**src/rtl/seq_mul_pkg.sv**
```systemverilog
// Shared arithmetic definitions for the sequential multiplier and divider.
// Holds the controller state encoding, default width and counter sizing.
package seq_mul_pkg;

  typedef enum logic [0:0] {
    IDLE = 1'b0,
    RUN  = 1'b1
  } state_t;

  localparam int W_DEF = 4;

  // Iteration counter must hold values 0..W.
  function automatic int cnt_width(input int w);
    return $clog2(w + 1);
  endfunction

endpackage

```
**src/rtl/seq_mul.sv**
```systemverilog
// Unsigned shift-and-add multiplier: one partial-product bit per clock,
// start/done handshake matching the non-restoring divider.
module seq_mul
  import seq_mul_pkg::*;
#(
  parameter int W = W_DEF
) (
  input  logic           clk,
  input  logic           rst_n,
  input  logic           start,
  input  logic [W-1:0]   x,
  input  logic [W-1:0]   y,
  output logic           busy,
  output logic           done,
  output logic [2*W-1:0] p
);

  localparam int CW = cnt_width(W);

  state_t          state;
  logic [W-1:0]    mcand;
  logic [2*W:0]    acc;
  logic [2*W:0]    acc_added;
  logic [2*W:0]    acc_next;
  logic [W:0]      sum;
  logic [CW-1:0]   cnt;
  logic            last;

  // Upper half plus carry absorbs the multiplicand, then everything shifts right.
  always_comb begin
    sum       = {1'b0, acc[2*W-1:W]} + {1'b0, mcand};
    acc_added = acc;
    if (acc[0]) begin
      acc_added = {sum, acc[W-1:0]};
    end
    acc_next  = {1'b0, acc_added[2*W:1]};
  end

  assign last = (cnt == CW'(W - 1));

  always_ff @(posedge clk or negedge rst_n) begin
    if (!rst_n) begin
      state <= IDLE;
      busy  <= 1'b0;
      done  <= 1'b0;
      p     <= '0;
      mcand <= '0;
      acc   <= '0;
      cnt   <= '0;
    end else begin
      case (state)
        IDLE: begin
          done <= 1'b0;
          if (start) begin
            mcand <= x;
            acc   <= {{(W + 1){1'b0}}, y};
            cnt   <= '0;
            state <= RUN;
            busy  <= 1'b1;
          end
        end
        RUN: begin
          acc <= acc_next;
          cnt <= cnt + 1'b1;
          if (last) begin
            p     <= acc_next[2*W-1:0];
            done  <= 1'b1;
            busy  <= 1'b0;
            state <= IDLE;
          end else begin
            done <= 1'b0;
          end
        end
        default: begin
          state <= IDLE;
          busy  <= 1'b0;
          done  <= 1'b0;
        end
      endcase
    end
  end

endmodule

```
**config.mk**
```make
export PLATFORM = sky130hd
export DESIGN_NAME = seq_mul
export DESIGN_NICKNAME = d
export VERILOG_FILES = /design/src/rtl/seq_mul_pkg.sv /design/src/rtl/seq_mul.sv
export SDC_FILE = /design/constraint.sdc
export NUM_CORES = 1
export LEC_CHECK = 0
export ABC_AREA = 1
export CORE_MARGIN = 1
export CORE_UTILIZATION = 54
export CTS_CLUSTER_DIAMETER = 30
export CTS_CLUSTER_SIZE = 20
export DETAILED_ROUTE_END_ITERATION = 10
export GPL_ROUTABILITY_DRIVEN = 0
export PLACE_DENSITY = 0.9
export SLEW_MARGIN = 20
export SYNTH_ARGS = -nofsm -noshare
export SYNTH_HDL_FRONTEND = slang
export SYNTH_SLANG_ARGS = --single-unit
```
**constraint.sdc**
```tcl
create_clock -name clk -period 2.45 [get_ports clk]
set_input_delay 0.3675 -clock clk [delete_from_list [all_inputs] [get_ports clk]]
set_output_delay 0.3675 -clock clk [all_outputs]
set_load 0.01 [all_outputs]
```
# Word level (Yosys, flattened, before mapping)
# Cells that the tools add are included.
[classes]
n_reduce_logical = 3
n_bitwise = 1
n_eq_ne = 3
n_mux = 13
add_sub_neg = 2
[op_table]
columns = ["operator", "n"]
rows = [
  ["9-bit two-way mux", 2],
  ["9-bit one-hot mux with 2 select lines", 1],
  ["1-bit one-hot mux with 2 select lines", 3],
  ["3-bit one-hot mux with 2 select lines", 1],
  ["2-bit AND reduction", 3],
  ["4-bit by 4-bit adder with 5-bit output", 1],
  ["1-bit two-way mux", 5],
  ["3-bit by 1-bit adder with 3-bit output (second input constant)", 1],
  ["3-bit by 2-bit equality test with 1-bit output (second input constant)", 1],
  ["3-bit two-way mux", 1],
  ["2-bit by 1-bit != test with 1-bit output (second input constant)", 1],
  ["2-bit != test (second input constant)", 1],
  ["1-bit inverter", 1],
]
[word_totals]
out_inout_bits = 10
elab_cells = 29
inputBits = 11
reg_bits = 27

# Longest topological paths before layout
# Gate-level depths: netlist (run 1).
[depth]
word_depth = 3
ltp_mapped = 7
mapped_depth_nobuf = 7

# Worst setup path after synthesis (run 1)
# OpenSTA, ideal clock, no wires.
[synth_timing]
path_type = "reg-to-reg"
start = "register mcand[0]"
end = "register acc[7]"
period_less_slack_ns = 1.446
setup_slack_ns = 1.004
path_buffers = 0
setup_time_ns = 0.128
stages_incl_launch_ff = 7
t_required_ns = 2.322
arrival_time_ns = 1.317
cell_sequence = "dfrtp_1 -> ha_1 -> fa_1 -> nand2_1 -> a21oi_1 -> o21ai_0 -> o21ai_0"
[synth_via]
elab_chain_len = 3
[synth_lines]
columns = ["item", "line", "source"]
rows = [
  ["from (decl)", "seq_mul.sv:21", "logic [W-1:0] mcand;"],
  ["from (signal assigned)", "seq_mul.sv:47", "mcand <= '0;"],
  ["from (signal assigned)", "seq_mul.sv:55", "mcand <= x;"],
  ["4-bit by 4-bit adder with 5-bit output", "seq_mul.sv:31", "sum = {1'b0, acc[2*W-1:W]} + {1'b0, mcand};"],
  ["9-bit two-way mux", "seq_mul.sv:33", "if (acc[0]) begin"],
  ["9-bit one-hot mux with 2 select lines", "seq_mul.sv:51", "case (state)"],
  ["to (signal assigned)", "seq_mul.sv:56", "acc <= {{(W + 1){1'b0}}, y};"],
  ["to (signal assigned)", "seq_mul.sv:63", "acc <= acc_next;"],
  ["to (decl)", "seq_mul.sv:22", "logic [2*W:0] acc;"],
]
# Every way passes these cells.
# A chain may end at the register's enable or synchronous reset.

# Worst setup path after layout (run 1)
[layout_timing]
start = "register mcand[0]"
end = "register acc[5]"
# Same word-level chain as after synthesis.

==> flow_summary.ini, run 1 <==
[status]
status = finished, final reports clean

[timing]
period_share_pct = 66.6
whs_ns = 0.402
fin_ws_ns = 0.819
setup_tns_ns = 0
relSlewSlack_pct = 79.5
rsz0062_at_grt = no
period_minus_slack_ns = 1.63
drv_slew = 0
final-hold-violation-count = 0
max_freq_mhz = 613
clock_skew_ns = 0.00641
setup_viol = 0
tightestPinTransition_ns = 0.305

[cts]
htreeDepth = 1
cts_setup_buffers = 0
root_buffer = clkbuf_4
cts_tree = built
cts_resized = 0
clock_path_buffers = 2
worst_skew_pair.late_latency_ns = 0.32
clock_sinks = 26
clk_pin_slew_ns = 0.14
cts_buffers = 3
cts_hold_buf = 0

[final_layout]
area_growth_pct = 22.6
nFillCells = 153
antenna_cells = 0
seq_area_sq_um = 651
fin_util_pct = 72.0
num-nets-final = 163
drive_gt1_share_pct = 10.4
finalNonFillerCells = 171
multi_input_area_sq_um = 468

[logic_synthesis]
yosysTopAreaCellShare_pct = 55.3
synth_top_family_by_area = simple AND/OR/NAND/NOR gates
syn_inst = 121
synth_fp_nets = 139
yosys-top-cells-area = dfrtp_1 55%, nand2_1 12%, ha_1 6.4%
synth.avg_cell_area_sq_um = 9.72
netlist_area_sq_um = 1180
synth-compound-area-share_pct = 11.9
synth_warnings = 0
synth_area_leader_cell = dfrtp_1
synthMuxAreaShare_pct = 0.851
synth-xor-area-share_pct = 0
synth_cell_types = 24
ys.flop_type = dfrtp_1
async_reset_ff_share_pct = 100
yosys-top-cells-count = 38 x nand2_1, 26 x dfrtp_1, 9 x inv_1
synth_adder_area_share_pct = 8.09
synth_edf_count = 0
ys_seq_area_share_pct = 55.3
synth-simple-area-share_pct = 18.9
synth_most_common_cell = nand2_1
synth_seq_cells = 26

[power]
power_density_nw_per_um2 = 1220
p_leak_nw = 0.697
peakVddDrop_mv = 0.734

[placed_design]
dp_hpwl_um = 1700
dp.cells = 167
dp_slack_ns = 0.863
port-buffer-count = 20

[critical_path]
crit_top_cell = nand2_1
crit_arrival_ns = 1.88
path_cells = ha_1 -> fa_1 -> nand2_1 -> nand2_1 -> a2bb2oi_1 -> o21ai_0
critPathCaptureType = flop
crit_path_max_incr_delay_ns = 0.41
crit_required_ns = 2.70
slowest_stage = dfrtp_1
crit_family = adder cells
path_buf_inv = 0
path_max_fanout = 2
worstSetupStartpointType = flop
crit_type = reg2reg

[floorplan]
start_util_pct = 58.7
num_rows = 16
dieArea_sq_um = 2370
io_pins = 21
dieHeight_um = 48.7
core-area_sq_um = 2000
die_w_um = 48.7

[drt]
drtAntennaViolNets = 0
vias = 952
post-route-drc-count = 0
drt-total-wl_um = 2410
vias_per_cell = 5.57
drt_pass1_iterations = 4
wl_per_cell_um = 14.1
first_iter_violations = 57

[flow_run]
drv_cap = 0

[grt]
grt_max_degree = 27
grt_busiest_layer = met2
met2_usage_pct = 40.5
grt_pass1_wl_um = 4150
grt_usage_pct = 23.1
grt_antenna_before_repair = 0
grtUsageMet1_pct = 29.1
grt.overflow.total = 0
met3_usage_pct = 2.83
grt_pass1_vias = 976

[min_path]
hold_path.class = in2async
==> logic make-up (layout without fill, tap and decap cells) <==
| kind of cell | after synthesis | after routing |
|---|---|---|
| AOI/OAI and AO/OA | 21 | 21 |
| adders and majority gates | 7 | 7 |
| buffers and inverters | 14 | 37 |
| DFF | 26 | 26 |
| muxes | 1 | 1 |
| and+or+nand+nor | 52 | 52 |
==> layer usage <==
metal / vias up / part of all wire (%)
met5: - / 0
met1: 440 / 41
li1: 445 / -
met2: 54 / 49
met3: 13 / 6.4
met4: 0 / 2.7
==> flip-flops by register name, indices dropped and copies added, names as in the netlist <==
name / flops
p: 8
state: 1
done: 1
acc: 8
mcand: 4
cnt: 3
busy: 1
==> power breakdown <==
group	internal [mW]	total [mW]	switching, mW
clock network	0.0909	0.214	0.123
registers	0.613	0.746	0.133
logic	0.368	0.803	0.435
total	1.07	1.76	0.691
==> metrics by stage <==
stage	cell area (sq um)	power [mW]
floorplan	1180	1.24
global placement	1410	1.48
detailed placement	1410	1.54
CTS	1440	1.76
global route	1440	1.89
finish	1440	1.76
==> final timing paths <==
| path | startpoint | endpoint | slack, ns | cells past startpoint |
|---|---|---|---|---|
| min reg2reg | p[1] | p[1] | 0.50 | 2 |
| max reg2reg | mcand[0] | acc[5] | 0.82 | 6 |
| min | rst_n | acc[1] | 0.40 | 2 |
| max | mcand[0] | acc[5] | 0.82 | 6 |
| max in group asynchronous | rst_n | busy | 1.80 | 2 |
| min in group clk | p[1] | p[1] | 0.50 | 2 |
==> final cells by class <==
| class | count | area share, % |
|---|---|---|
| sequential | 26 | 45.1 |
| multi-input combinational | 81 | 32.5 |
| timing repair buffer | 21 | 14.4 |
| inverter | 12 | 3.13 |
| clock buffer | 4 | 2.52 |
| tap | 27 | 2.34 |
==> cell usage in the layout, fill, tap and decap left out, drive strengths merged <==
cell and n:
nand2 40, dfrtp 26, clkdlybuf4s50 20, inv 12, o21ai 11, nand3 6, ha 6, nor2 5
clkbuf 4, o221ai 3, a21oi 2, o22ai 2, o211ai 1, or2 1, a2bb2oi 1, mux2i 1
a22o 1, fa 1, buf 1
(Power assumes the default switching activity.)
==> run 2: changes to the inputs <==
--- a/config.mk
+++ b/config.mk
@@ -7,12 +7,12 @@
 export LEC_CHECK = 0
 export ABC_AREA = 1
 export CORE_MARGIN = 1
-export CORE_UTILIZATION = 54
+export CORE_UTILIZATION = 46
 export CTS_CLUSTER_DIAMETER = 30
 export CTS_CLUSTER_SIZE = 20
 export DETAILED_ROUTE_END_ITERATION = 10
 export GPL_ROUTABILITY_DRIVEN = 0
-export PLACE_DENSITY = 0.9
+export PLACE_DENSITY = 0.82
 export SLEW_MARGIN = 20
 export SYNTH_ARGS = -nofsm -noshare
 export SYNTH_HDL_FRONTEND = slang
==> constraint.sdc (replaced) <==
create_clock -name clk -period 1.3 [get_ports clk]
set_input_delay 0.195 -clock clk [delete_from_list [all_inputs] [get_ports clk]]
set_output_delay 0.195 -clock clk [all_outputs]
set_load 0.01 [all_outputs]
==> run 2 against run 1 <==
The run now ends with setup timing left. Via count grew 1.7%. Core utilization shrank 5.0 points. Largest cell class unchanged. Wire length grew 5.5%. Register-to-register slack lost 1.0 ns. Sequential share of layout area shrank 3.2 points. Clock power grew to 2.6 times the previous value. Clock skew shrank 0.0035 ns. Worst setup slack lost 1.0 ns. Count of clock-buffer cells in the layout shrank 1. Highest routed layer unchanged. Power grew 110%. Worst hold slack lost 0.20 ns. Critical endpoint is now p[5].
==> flow_summary.ini, run 2 (synthesis results as in run 1) <==
[timing]
clock_skew_ns = 0.00293
max_freq_mhz = 674
period_minus_slack_ns = 1.48
relSlewSlack_pct = 78.1
setup_viol = 8
setup_tns_ns = -1.08
rsz0062_at_grt = yes
period_share_pct = 114
drv_slew = 0
final-hold-violation-count = 0
tightestPinTransition_ns = 0.328
fin_ws_ns = -0.185

[cts]
clock_path_buffers = 2
htreeDepth = 1
cts_hold_buf = 0
cts_tree = built
cts_buffers = 3
clk_pin_slew_ns = 0.14
worst_skew_pair.late_latency_ns = 0.33
clock_sinks = 26
root_buffer = clkbuf_4

[critical_path]
critPathLaunch = acc[4]
crit_top_cell = nand2_2
crit_type = reg2reg
path_max_fanout = 2
path_cells = ha_2 -> fa_2 -> nand2_2 -> nand2_2 -> a2bb2oi_2 -> o21ai_1
crit_path_max_incr_delay_ns = 0.41
ff2ff_setup_slack_ns = -0.18
slowest_stage = dfrtp_1
crit_family = adder cells
crit_required_ns = 1.57
reg2reg_from = acc[4]
path_buf_inv = 0
critPathCaptureType = flop
crit_arrival_ns = 1.76
worstSetupStartpointType = flop

[power]
power_density_nw_per_um2 = 2380
p_clk_share_pct = 15.3
internal_power_mw = 2.30
p_leak_nw = 0.777
p_sw_share_pct = 38.0
peakVddDrop_mv = 1.42
seqPwrFrac_pct = 38.2
power_switching_mw = 1.41
comb_power_share_pct = 46.5

[final_layout]
reg_top3 = acc x8, p x8, mcand x4
area_growth_pct = 32.0
drive_gt1_share_pct = 20.9
num-nets-final = 172
antenna_cells = 0
finalNonFillerCells = 181
final_common_cell = nand2_1
nFillCells = 212
seq_area_sq_um = 651
mostFrequentLayoutCells = 36 x nand2_1, 26 x dfrtp_1, 10 x clkdlybuf4s50_1, 10 x dlygate4sd2_1
multi_input_area_sq_um = 503

[drt]
drtAntennaViolNets = 0
vias_per_cell = 5.35
drt_pass1_iterations = 4
vias = 968
drt-total-wl_um = 2540
wl_per_cell_um = 14.0
first_iter_violations = 16
post-route-drc-count = 0

[floorplan]
dieHeight_um = 52.6
core-area_sq_um = 2320
dieArea_sq_um = 2760
die_w_um = 52.6
num_rows = 17
start_util_pct = 50.7
io_pins = 21

[placed_design]
dp_hpwl_um = 1870
dp.cells = 175
port-buffer-count = 20

[grt]
grt_antenna_before_repair = 0
grt_max_degree = 27
grt.overflow.total = 0
grt_pass1_wl_um = 4150
grt_usage_pct = 21.4
grt_pass1_vias = 945

[status]
status = complete, but fails checks
violations = setup timing

[min_path]
hold_path.class = in2async

[flow_run]
drv_cap = 0
-- run 2: cell types whose count changed in the layout (fill, tap and decap cells not counted), moves of 3 or more --
cell / previous run / this run
dlygate4sd2_1: 0 / 10
clkdlybuf4s50_1: 20 / 10
o21ai_0: 6 / 2
ha_1: 6 / 3
o21ai_1: 2 / 6
buf_4: 1 / 9
-- run 2: final cells by class --
| class | count | area share, % |
|---|---|---|
| Sequential cell | 26 | 41.9 |
| Multi-Input combinational cell | 81 | 32.4 |
| Timing Repair Buffer | 30 | 17.2 |
| Inverter | 12 | 2.90 |
| Tap cell | 28 | 2.26 |
| Clock inverter | 1 | 1.93 |
| Clock buffer | 3 | 1.45 |
-- run 2: worst paths after layout --
| path | cells past startpoint | to |
|---|---|---|
| max | 6 | p[5] |
| min | 2 | state |
| max reg2reg | 6 | p[5] |
| min reg2reg | 2 | p[0] |
| max in group asynchronous | 2 | acc[0] |
| min in group clk | 3 | mcand[0] |
-- run 2: power groups by stage --
stage | Combinational [mW] | Clock, mW | Sequential (mW)
2_1_floorplan | 0.966 | 0 | 1.42
6_report | 1.72 | 0.566 | 1.41
5_1_grt | 1.90 | 0.603 | 1.46
3_3_place_gp | 1.57 | 0 | 1.40
3_5_place_dp | 1.67 | 0 | 1.43
4_1_cts | 1.66 | 0.576 | 1.41
-- run 2: timing repair --
action / CTS / global route
setup buffers: 1 / 1
pin swaps: 2 / 2
resized for setup: 14 / 4
setup endpoints to repair: 21 / 12
-- run 2: through the flow --
| stage | utilization [%] | power [mW] | instance area, sq um | hold WS, ns | worst slack, ns |
|---|---|---|---|---|---|
| after global routing | 67.0 | 3.97 | 1550 | 0.223 | -0.230 |
| after global placement | 63.4 | 2.97 | 1470 | 0.465 | -0.0895 |
| after detailed placement | 63.4 | 3.10 | 1470 | 0.474 | -0.184 |
| after CTS | 66.2 | 3.65 | 1540 | 0.208 | -0.189 |
| after floorplan | - | 2.38 | 1190 | -0.101 | -0.0370 |
| final | 67.0 | 3.70 | 1550 | 0.201 | -0.185 |
-- run 2: metal layers --
metal / global-route usage (%) / routed length, um
met5: 0 / 0
met4: 9.21 / 55
met3: 2.61 / 77
met2: 36.9 / 1270
met1: 26.7 / 1140
==> run 3: changes to the inputs <==
--- a/config.mk
+++ b/config.mk
@@ -17,3 +17,4 @@
 export SYNTH_ARGS = -nofsm -noshare
 export SYNTH_HDL_FRONTEND = slang
 export SYNTH_SLANG_ARGS = --single-unit
+export TNS_END_PERCENT = 5
==> run 3 against run 2 <==
The run still ends with setup timing left. First-iteration DRC count is 13% higher. Power is 6.8% lower. Sequential share of layout area rose by 0.94 points. Core utilization is 1.3 points lower. Via count down 3.1%. Sequential power about the same. Final area is 2.0% lower. Count of clock-buffer cells in the layout rose by 1. Critical path depth unchanged.
==> flow_summary.ini, run 3 (synthesis results as in run 1) <==
[critical_path]
crit_required_ns = 1.53
worstSetupStartpointType = flop
ff2ff_setup_slack_ns = -0.17
crit_arrival_ns = 1.70
critPathCaptureType = flop
path_buf_inv = 0
path_max_fanout = 2
reg2reg_from = acc[4]
worstRegToRegCells = 6
cp.depth = 6
critPathLaunch = acc[4]
path_cells = ha_2 -> fa_2 -> nand2_2 -> a21oi_1 -> o21ai_1 -> o21ai_1
crit_top_cell = o21ai_1
crit_type = reg2reg
crit_path_max_incr_delay_ns = 0.41
crit_family = adder cells
r2r-end = p[7]
slowest_stage = dfrtp_1
cp-endpoint = p[7]

[cts]
root_buffer = clkbuf_4
worst_skew_pair.late_latency_ns = 0.33
cts_buffers = 3
clock_sinks = 26
clock_path_buffers = 2
cts_hold_buf = 0
cts_tree = built
clk_pin_slew_ns = 0.14
cts_setup_buffers = 0
htreeDepth = 1

[placed_design]
port-buffer-count = 20
dpl-instance-area_sq_um = 1470
dp_hpwl_um = 1810

[drt]
wl_per_cell_um = 13.8
drtAntennaViolNets = 0
drt-total-wl_um = 2480
drt_pass1_iterations = 4
first_iter_violations = 18
post-route-drc-count = 0
vias = 938
vias_per_cell = 5.24

[floorplan]
io_pins = 21
num_rows = 17
dieArea_sq_um = 2760
dieHeight_um = 52.6
start_util_pct = 50.7
die_w_um = 52.6
core-area_sq_um = 2320

[timing]
final-hold-violation-count = 0
period_share_pct = 113
clock_skew_ns = 0.00398
relSlewSlack_pct = 77.6
drv_slew = 0
period_minus_slack_ns = 1.47
rsz0062_at_grt = yes
max_freq_mhz = 680
setup_viol = 8
fin_ws_ns = -0.171
tightestPinTransition_ns = 0.336

[final_layout]
num-nets-final = 170
antenna_cells = 0
reg_top3 = acc x8, p x8, mcand x4
drive_gt1_share_pct = 20.5
area_growth_pct = 29.4
final_cell_area_sq_um = 1520
nFillCells = 193
mostFrequentLayoutCells = 36 x nand2_1, 25 x dfrtp_1, 10 x clkdlybuf4s50_1, 10 x dlygate4sd2_1, 9 x inv_1
fin_util_pct = 65.6
final_common_cell = nand2_1

[power]
power_switching_mw = 1.35
peakVddDrop_mv = 1.54
power_mw = 3.45
power_density_nw_per_um2 = 2270
p_leak_nw = 0.759
p_sw_share_pct = 39.2
seqPwrFrac_pct = 41.2
comb_power_share_pct = 46.8
p_clk_share_pct = 11.9
internal_power_mw = 2.10

[flow_run]
drv_cap = 0

[grt]
grt_pass1_vias = 896
grt_pass1_wl_um = 4110
grt_max_degree = 27
grt_usage_pct = 21.2
grt.overflow.total = 0
grt_antenna_before_repair = 0

[status]
status = complete, but fails checks
violations = setup timing

[min_path]
hold_path.class = in2async
==> run 3: cell types whose count changed in the layout (fill, tap and decap cells not counted), sizes merged <==
cell | previous run | this run
buf | 10 | 8
bufinv | 1 | 0
clkbuf | 3 | 4
==> run 3: power groups by stage <==
stage	registers [mW]	clock network [mW]	logic [mW]
2_1_floorplan	1.42	0	0.966
3_3_place_gp	1.40	0	1.57
3_5_place_dp	1.42	0	1.64
4_1_cts	1.41	0.421	1.61
5_1_grt	1.47	0.461	1.81
6_report	1.42	0.412	1.62
==> run 3: per-stage QoR <==
stage	TNS [ns]	worst slack [ns]	cells	hold WS, ns
global route	-1.33	-0.225	179	0.229
floorplan	-0.157	-0.0370	121	-0.101
global placement	-0.456	-0.0905	175	0.465
detailed placement	-0.789	-0.144	175	0.475
CTS	-0.910	-0.160	179	0.217
finish	-1.00	-0.171	179	0.211
==> run 3: final cells by class <==
class                           instances  area [sq um]  area share, %
Multi-Input combinational cell         81           502           33.0
Tap cell                               28          35.0           2.30
Clock buffer                            4          36.3           2.38
Timing Repair Buffer                   28           251           16.5
Inverter                               12          45.0           2.96
Sequential cell                        26           652           42.8
==> run 3: worst reg2reg max path, cell delays in order, from the launching register on <==
cell and delay [ns]:
dfrtp_1 0.41, ha_2 0.20, fa_2 0.37, nand2_2 0.08
a21oi_1 0.06, o21ai_1 0.17, o21ai_1 0.08
==> run 3: timing repair <==
action,4_1_cts,5_1_grt
pin swaps,1,1
endpoints found under the setup margin,20,12
resized for setup,14,5
==> run 3: worst min-delay path by stage <==
stage          endpoint   from  slack, ns  cells after the start
2_1_floorplan    acc[0]  rst_n      -0.10                      0
3_3_place_gp       p[6]   p[6]       0.47                      2
3_5_place_dp       p[3]   p[3]       0.47                      2
4_1_cts        mcand[3]  rst_n       0.22                      2
5_1_grt          acc[6]  rst_n       0.23                      2
6_report       mcand[3]  rst_n       0.21                      2
==> run 3: metal layers <==
| metal | up-vias | share of wire (%) | routed length, um | GRT usage, % |
|---|---|---|---|---|
| met5 | - | 0 | 0 | 0 |
| met1 | 446 | 44 | 1100 | 27.4 |
| met3 | 6 | 3.2 | 80 | 4.35 |
| met4 | 0 | 2.2 | 54 | 10.5 |
| li1 | 457 | - | - | - |
| met2 | 29 | 50 | 1240 | 33.5 |
